## config.mk

```make
export PLATFORM = sky130hd
export DESIGN_NAME = step_phase_decoder_flat
export DESIGN_NICKNAME = d
export VERILOG_FILES = /design/src/rtl/step_phase_decoder_pkg.sv /design/src/rtl/step_phase_decoder_if.sv /design/src/rtl/step_phase_decoder_phase_sync_filter.sv /design/src/rtl/step_phase_decoder.sv /design/src/flat_wrapper.sv
export SDC_FILE = /design/constraint.sdc
export NUM_CORES = 1
export LEC_CHECK = 0
export ABC_AREA = 1
export CAP_MARGIN = 20
export CORE_MARGIN = 2
export CORE_UTILIZATION = 45
export DETAILED_ROUTE_END_ITERATION = 10
export GPL_TIMING_DRIVEN = 0
export PLACE_DENSITY = 0.65
export SLEW_MARGIN = 15
export SYNTH_ARGS = -nofsm -noshare
export SYNTH_HDL_FRONTEND = slang
export SYNTH_SLANG_ARGS = --single-unit
```

## constraint.sdc

```tcl
create_clock -name clk -period 4.3 [get_ports clk]
set_input_delay 0.86 -clock clk [delete_from_list [all_inputs] [get_ports clk]]
set_output_delay 0.86 -clock clk [all_outputs]
set_load 0.02 [all_outputs]
```

## src/rtl/step_phase_decoder_pkg.sv

```systemverilog
// Shared phase/index table, idle pattern and decoder FSM encoding.
// The index-to-pattern lookup is the same mapping the driver side uses.
package step_phase_decoder_pkg;

    localparam logic [3:0] PHASE_IDLE = 4'b0000;

    // Half-step order; full-step wave drive uses the even entries only.
    localparam logic [3:0] PHASE_TBL [8] = '{
        4'b0001, 4'b0011, 4'b0010, 4'b0110,
        4'b0100, 4'b1100, 4'b1000, 4'b1001
    };

    typedef enum logic {
        ST_UNLOCKED = 1'b0,
        ST_LOCKED   = 1'b1
    } state_t;

    function automatic logic [3:0] idx_to_phase(input logic [2:0] idx);
        return PHASE_TBL[idx];
    endfunction

endpackage

```

## src/rtl/step_phase_decoder_if.sv

```systemverilog
// Coil-phase input, position clear and decoded step/position status.
interface step_phase_decoder_if #(parameter int POS_W = 16);
    logic [3:0]       phase_in;
    logic             clr_pos;
    logic             step_pulse;
    logic             dir;
    logic [POS_W-1:0] position;
    logic             locked;
    logic             err_pulse;
    logic             err_sticky;

    modport master (
        output phase_in, clr_pos,
        input  step_pulse, dir, position, locked, err_pulse, err_sticky
    );

    modport slave (
        input  phase_in, clr_pos,
        output step_pulse, dir, position, locked, err_pulse, err_sticky
    );
endinterface

```

## src/rtl/step_phase_decoder_phase_sync_filter.sv

```systemverilog
// Two-flop synchronizer followed by a stability filter; emits a one-cycle
// acceptance when a new pattern has been seen STABLE_CYC times in a row.
module phase_sync_filter #(
    parameter int STABLE_CYC = 5
) (
    input  logic       clk,
    input  logic       rst,
    input  logic [3:0] phase_i,
    output logic       acc_valid_o,
    output logic [3:0] acc_pattern_o
);
    localparam int            CW      = $clog2(STABLE_CYC + 1);
    localparam logic [CW-1:0] CNT_MAX = CW'(STABLE_CYC);

    logic [3:0]    sync1_q, sync2_q, cand_q, last_q, pat_q;
    logic [CW-1:0] cnt_q, cnt_d;
    logic          acc_q;
    logic          match, hit;

    // The count saturates so a long-held pattern yields only one hit.
    always_comb begin
        match = (sync2_q == cand_q);
        cnt_d = cnt_q;
        if (!match)
            cnt_d = CW'(1);
        else if (cnt_q != CNT_MAX)
            cnt_d = cnt_q + CW'(1);
        hit = (cnt_d == CNT_MAX) && !(match && (cnt_q == CNT_MAX));
    end

    always_ff @(posedge clk or posedge rst) begin
        if (rst) begin
            sync1_q <= '0;
            sync2_q <= '0;
            cand_q  <= '0;
            cnt_q   <= '0;
            last_q  <= '0;
            pat_q   <= '0;
            acc_q   <= 1'b0;
        end else begin
            sync1_q <= phase_i;
            sync2_q <= sync1_q;
            cand_q  <= sync2_q;
            cnt_q   <= cnt_d;
            pat_q   <= sync2_q;
            acc_q   <= hit && (sync2_q != last_q);
            if (hit)
                last_q <= sync2_q;
        end
    end

    assign acc_valid_o   = acc_q;
    assign acc_pattern_o = pat_q;
endmodule

```

## src/rtl/step_phase_decoder.sv

```systemverilog
// Decodes filtered coil-phase patterns into steps, direction and a
// half-step position; flags illegal patterns and ambiguous jumps.
//   state       | meaning
//   ST_UNLOCKED | no reference; next legal pattern becomes the reference
//   ST_LOCKED   | reference held; legal patterns counted as steps
module step_phase_decoder #(
    parameter int STABLE_CYC = 5,
    parameter int POS_W      = 16
) (
    input logic                clk,
    input logic                rst,
    step_phase_decoder_if.slave bus
);
    import step_phase_decoder_pkg::*;

    logic             acc_valid;
    logic [3:0]       acc_pattern;
    logic             dec_legal;
    logic [2:0]       dec_idx, delta;
    state_t           state_q, state_d;
    logic [2:0]       ref_q, ref_d;
    logic [POS_W-1:0] pos_q, pos_d;
    logic             dir_q, dir_d, step_q, step_d, err_q, err_d, sticky_q;

    phase_sync_filter #(.STABLE_CYC(STABLE_CYC)) u_filter (
        .clk           (clk),
        .rst           (rst),
        .phase_i       (bus.phase_in),
        .acc_valid_o   (acc_valid),
        .acc_pattern_o (acc_pattern)
    );

    always_comb begin
        dec_legal = 1'b0;
        dec_idx   = '0;
        for (int i = 0; i < 8; i++) begin
            if (acc_pattern == idx_to_phase(3'(i))) begin
                dec_legal = 1'b1;
                dec_idx   = 3'(i);
            end
        end
    end

    // delta is mod 8; 1,2 forward, 6,7 reverse, anything else is a bad jump.
    always_comb begin
        state_d = state_q;
        ref_d   = ref_q;
        pos_d   = pos_q;
        dir_d   = dir_q;
        step_d  = 1'b0;
        err_d   = 1'b0;
        delta   = dec_idx - ref_q;
        if (acc_valid) begin
            if (acc_pattern == PHASE_IDLE) begin
                state_d = ST_UNLOCKED;
            end else if (!dec_legal) begin
                err_d   = 1'b1;
                state_d = ST_UNLOCKED;
            end else if (state_q == ST_UNLOCKED) begin
                state_d = ST_LOCKED;
                ref_d   = dec_idx;
            end else begin
                case (delta)
                    3'd1, 3'd2, 3'd6, 3'd7: begin
                        step_d = 1'b1;
                        dir_d  = ~delta[2];
                        ref_d  = dec_idx;
                        pos_d  = pos_q + {{(POS_W-3){delta[2]}}, delta};
                    end
                    default: begin
                        err_d   = 1'b1;
                        state_d = ST_UNLOCKED;
                    end
                endcase
            end
        end
        if (bus.clr_pos)
            pos_d = '0;
    end

    always_ff @(posedge clk or posedge rst) begin
        if (rst) begin
            state_q  <= ST_UNLOCKED;
            ref_q    <= '0;
            pos_q    <= '0;
            dir_q    <= 1'b0;
            step_q   <= 1'b0;
            err_q    <= 1'b0;
            sticky_q <= 1'b0;
        end else begin
            state_q  <= state_d;
            ref_q    <= ref_d;
            pos_q    <= pos_d;
            dir_q    <= dir_d;
            step_q   <= step_d;
            err_q    <= err_d;
            sticky_q <= sticky_q | err_d;
        end
    end

    assign bus.step_pulse = step_q;
    assign bus.dir        = dir_q;
    assign bus.position   = pos_q;
    assign bus.locked     = (state_q == ST_LOCKED);
    assign bus.err_pulse  = err_q;
    assign bus.err_sticky = sticky_q;
endmodule

```

## src/flat_wrapper.sv

```systemverilog
// flat-port wrapper written by rule: the top's interface ports become plain ports
module step_phase_decoder_flat import step_phase_decoder_pkg::*;
#(
    parameter int STABLE_CYC = 5,
    parameter int POS_W      = 16
)
  (clk, rst, bus_phase_in, bus_clr_pos, bus_step_pulse, bus_dir, bus_position, bus_locked, bus_err_pulse, bus_err_sticky);
  step_phase_decoder_if #(.POS_W(POS_W)) bus_i ();
  input logic clk;
  input logic rst;
  input wire logic [$bits(bus_i.phase_in)-1:0] bus_phase_in;
  input wire logic [$bits(bus_i.clr_pos)-1:0] bus_clr_pos;
  output wire logic [$bits(bus_i.step_pulse)-1:0] bus_step_pulse;
  output wire logic [$bits(bus_i.dir)-1:0] bus_dir;
  output wire logic [$bits(bus_i.position)-1:0] bus_position;
  output wire logic [$bits(bus_i.locked)-1:0] bus_locked;
  output wire logic [$bits(bus_i.err_pulse)-1:0] bus_err_pulse;
  output wire logic [$bits(bus_i.err_sticky)-1:0] bus_err_sticky;
  assign bus_i.phase_in = bus_phase_in;
  assign bus_i.clr_pos = bus_clr_pos;
  assign bus_step_pulse = bus_i.step_pulse;
  assign bus_dir = bus_i.dir;
  assign bus_position = bus_i.position;
  assign bus_locked = bus_i.locked;
  assign bus_err_pulse = bus_i.err_pulse;
  assign bus_err_sticky = bus_i.err_sticky;
  step_phase_decoder #(.STABLE_CYC(STABLE_CYC), .POS_W(POS_W)) u_core (.clk(clk), .rst(rst), .bus(bus_i));
endmodule
```

==> metrics.txt <==
Net Count, Synth 416; largest net degree at the start of global routing 33; final setup TNS 0 ns; Arrival @ worst endpoint 4.02 ns; # rows 29; Hold Vio Cnt, Final 0; vias in the first global route 2399; Routed WL roughly 6000 um; layout cell share with drive strength beyond 1 a little under 9%; wire per inst 12.0 um; CTS buffer count 5; Final nets 453; Worst Hold Class reg2reg; GRT overflow 0; CORE AREA about 6300 um2; Via Count about 2500; Initial Utilization approximately 46%; Critical Path Sink Type flip-flop; io pins 28; mapped cell area around 2900 um2; Layout area overhead 17.9%; Least-Margin Pin Slew 0.392 ns; # diodes 0; hold_ws between 0.3 and 0.4 ns; drt drc 0; Cells after Synth a little under 400; height of the die about 84 um; die width 84.4 um; MaxCap Viol Count 0; Reg clk slew, reported paths approximately 0.09 ns; Post-synth EDFFs 0; Vias/cell just under 5; Rel. slew slack between 70% and 80%; worst skew pair latency 0.31 ns; leading cell types in the layout, fill and taps excluded nand2_1 (123), inv_1 (56), dfrtp_1 (44), nand3_1 (31), nor2_1 (28); top_reg_cell synth dfrtp_1; Lkg Pwr 1.85 nW; clk buf depth 2; status finished, final reports clean; initial antenna violation count 0; Yosys warning count 0; Clock Tree Root clkbuf_8; Tmin final 3.82 ns; Seq/Total Area, Yosys around 38%; Required @ worst endpoint around 4.5 ns; max-slew violations 0; crit-path max FO 10; post-synth cell types 30; first-pass GRT wire length around 11000 um; Clock Sinks 44; Total GRT Usage 18.4%; Mean Syn Cell Area between 7 and 8 um2; Setup CP Type reg2reg; port bufs 27; die area 7120 um2; RSZ-0062 raised after global routing no; DP HPWL between 4000 and 5000 um; Synth Register Bits 44; CTS tree done; PwrDens between 200 and 300 nW/um2; gpl congestion about 0.84; First DRT Iteration DRCs 89; Layout Cells excl Fill between 500 and 600; Cells after DPL 492; post-route ant nets 0; TritonRoute pass-1 iters 5; Max Clk Rate between 200 and 300 MHz; H-Tree Depth 2; Synth async-reset ratio 100%; commonest non-fill, non-tap cell in the layout nand2_1; period utilization 88.9%; CP startpoint kind flip-flop; Setup Skew between 0.015 and 0.02 ns; Fillers around 600; endpoints failing setup 0; Peak VDD IR between 0.15 and 0.2 mV
flip-flops by register name, indices dropped and copies added (netlist names), 3 cells and up:
name / flops
u_core.bus.position: 16
u_core.ref_q: 3
u_core.u_filter.acc_pattern_o: 4
u_core.u_filter.cnt_q: 3
u_core.u_filter.last_q: 4
u_core.u_filter.sync1_q: 4
u_core.u_filter.sync2_q: 4
stage by stage:
step / util (%) / instance area, um2 / power, W / worst slack (ns)
finish: 54.3 / 3430 / 0.000923 / 0.477
floorplan: - / 2910 / 0.000549 / 0.966
detailed placement: 52.2 / 3290 / 0.000594 / 0.323
CTS: 54.0 / 3410 / 0.000932 / 0.288
global route: 54.3 / 3430 / 0.000974 / 0.0289
global placement: 51.8 / 3270 / 0.000589 / 0.402
layer usage:
metal	share of wire, %	track usage (%)	wire length [um]
met5	0	0	0
met4	1.6	6.20	98
met3	3.1	3.15	186
met2	46	32.1	2780
met1	49	23.1	2930
final timing paths:
kind / start / cells after the start / slack (ns) / to
max in group asynchronous: rst / 3 / 3.01 / u_core.u_filter.acc_pattern_o[3]
max: u_core.u_filter.acc_pattern_o[2] / 24 / 0.48 / u_core.bus.position[14]
min: u_core.u_filter.sync1_q[2] / 0 / 0.36 / u_core.u_filter.sync2_q[2]
min reg2reg: u_core.u_filter.sync1_q[2] / 0 / 0.36 / u_core.u_filter.sync2_q[2]
max reg2reg: u_core.u_filter.acc_pattern_o[2] / 24 / 0.48 / u_core.bus.position[14]
min in group asynchronous: rst / 2 / 0.82 / u_core.bus.position[11]
what timing repair did:
item / 4_1_cts / 5_1_grt
buffers inserted: 0 / 2
setup endpoints to repair: 0 / 4
hold buffers: 0 / 0
hold endpoints to repair: 0 / 0
gates resized for setup: 0 / 1
cell type report:
type	count	area (um2)	share of cell area (%)
Sequential cell	44	1100	32.1
Buffer	3	27.5	0.803
Inverter	59	225	6.57
Clock buffer	5	68.8	2.01
Multi-Input combinational cell	281	1560	45.4
Clock inverter	3	46.3	1.35
Timing Repair Buffer	30	305	8.91
Tap cell	77	96.3	2.81
cells in the mapped netlist (all sizes together) (2+ instances only):
| cell | number | area [um2] |
|---|---|---|
| dfrtp | 44 | 1100 |
| nand3 | 33 | 175 |
| nor3 | 4 | 20.0 |
| nand4 | 3 | 18.8 |
| fa | 2 | 40.0 |
| nor2 | 31 | 129 |
| a21oi | 16 | 91.3 |
| ha | 20 | 250 |
| buf | 3 | 27.5 |
| nand3b | 4 | 30.0 |
| xnor2 | 7 | 61.3 |
| o21ai | 17 | 115 |
| inv | 58 | 218 |
| nand2 | 129 | 504 |
| xor2 | 10 | 87.6 |
cell families after synthesis:
family                     after synthesis  share of synthesized area, %
and+or+nand+nor                        206                          30.6
buffers and inverters                   62                          8.57
DFF                                     44                          37.9
AOI/OAI and AO/OA                       36                          7.84
adders and majority gates               22                          9.99
xor gates and xnor gates                17                          5.12
critical path, cell delays in order (launching register included):
cell        delay [ns]
dfrtp_1           0.46
nand2_1           0.12
o21ai_0           0.14
nor3_1            0.27
inv_1             0.08
ha_1              0.20
fa_1              0.44
nand2_1           0.09
inv_1             0.04
nor2_1            0.10
nand2_2           0.08
nand2_2           0.12
clkinvlp_4        0.09
buf_4             0.18
ha_1              0.34
nand2_1           0.15
inv_1             0.05
a21oi_1           0.24
nor2_1            0.08
nor2_1            0.13
nand3b_1          0.09
nand2_1           0.07
nand2_1           0.05
nand2_1           0.07
inv_1             0.04
report_power, final:
| part | internal, W | switching [W] | total, W | leakage (nW) |
|---|---|---|---|---|
| sequential | 0.000426 | 0.0000129 | 0.000439 | 0.579 |
| clock | 0.000175 | 0.000160 | 0.000335 | 0.0548 |
| combinational | 0.0000587 | 0.0000905 | 0.000149 | 1.22 |
No activity file was read; power rests on OpenSTA's default activity.
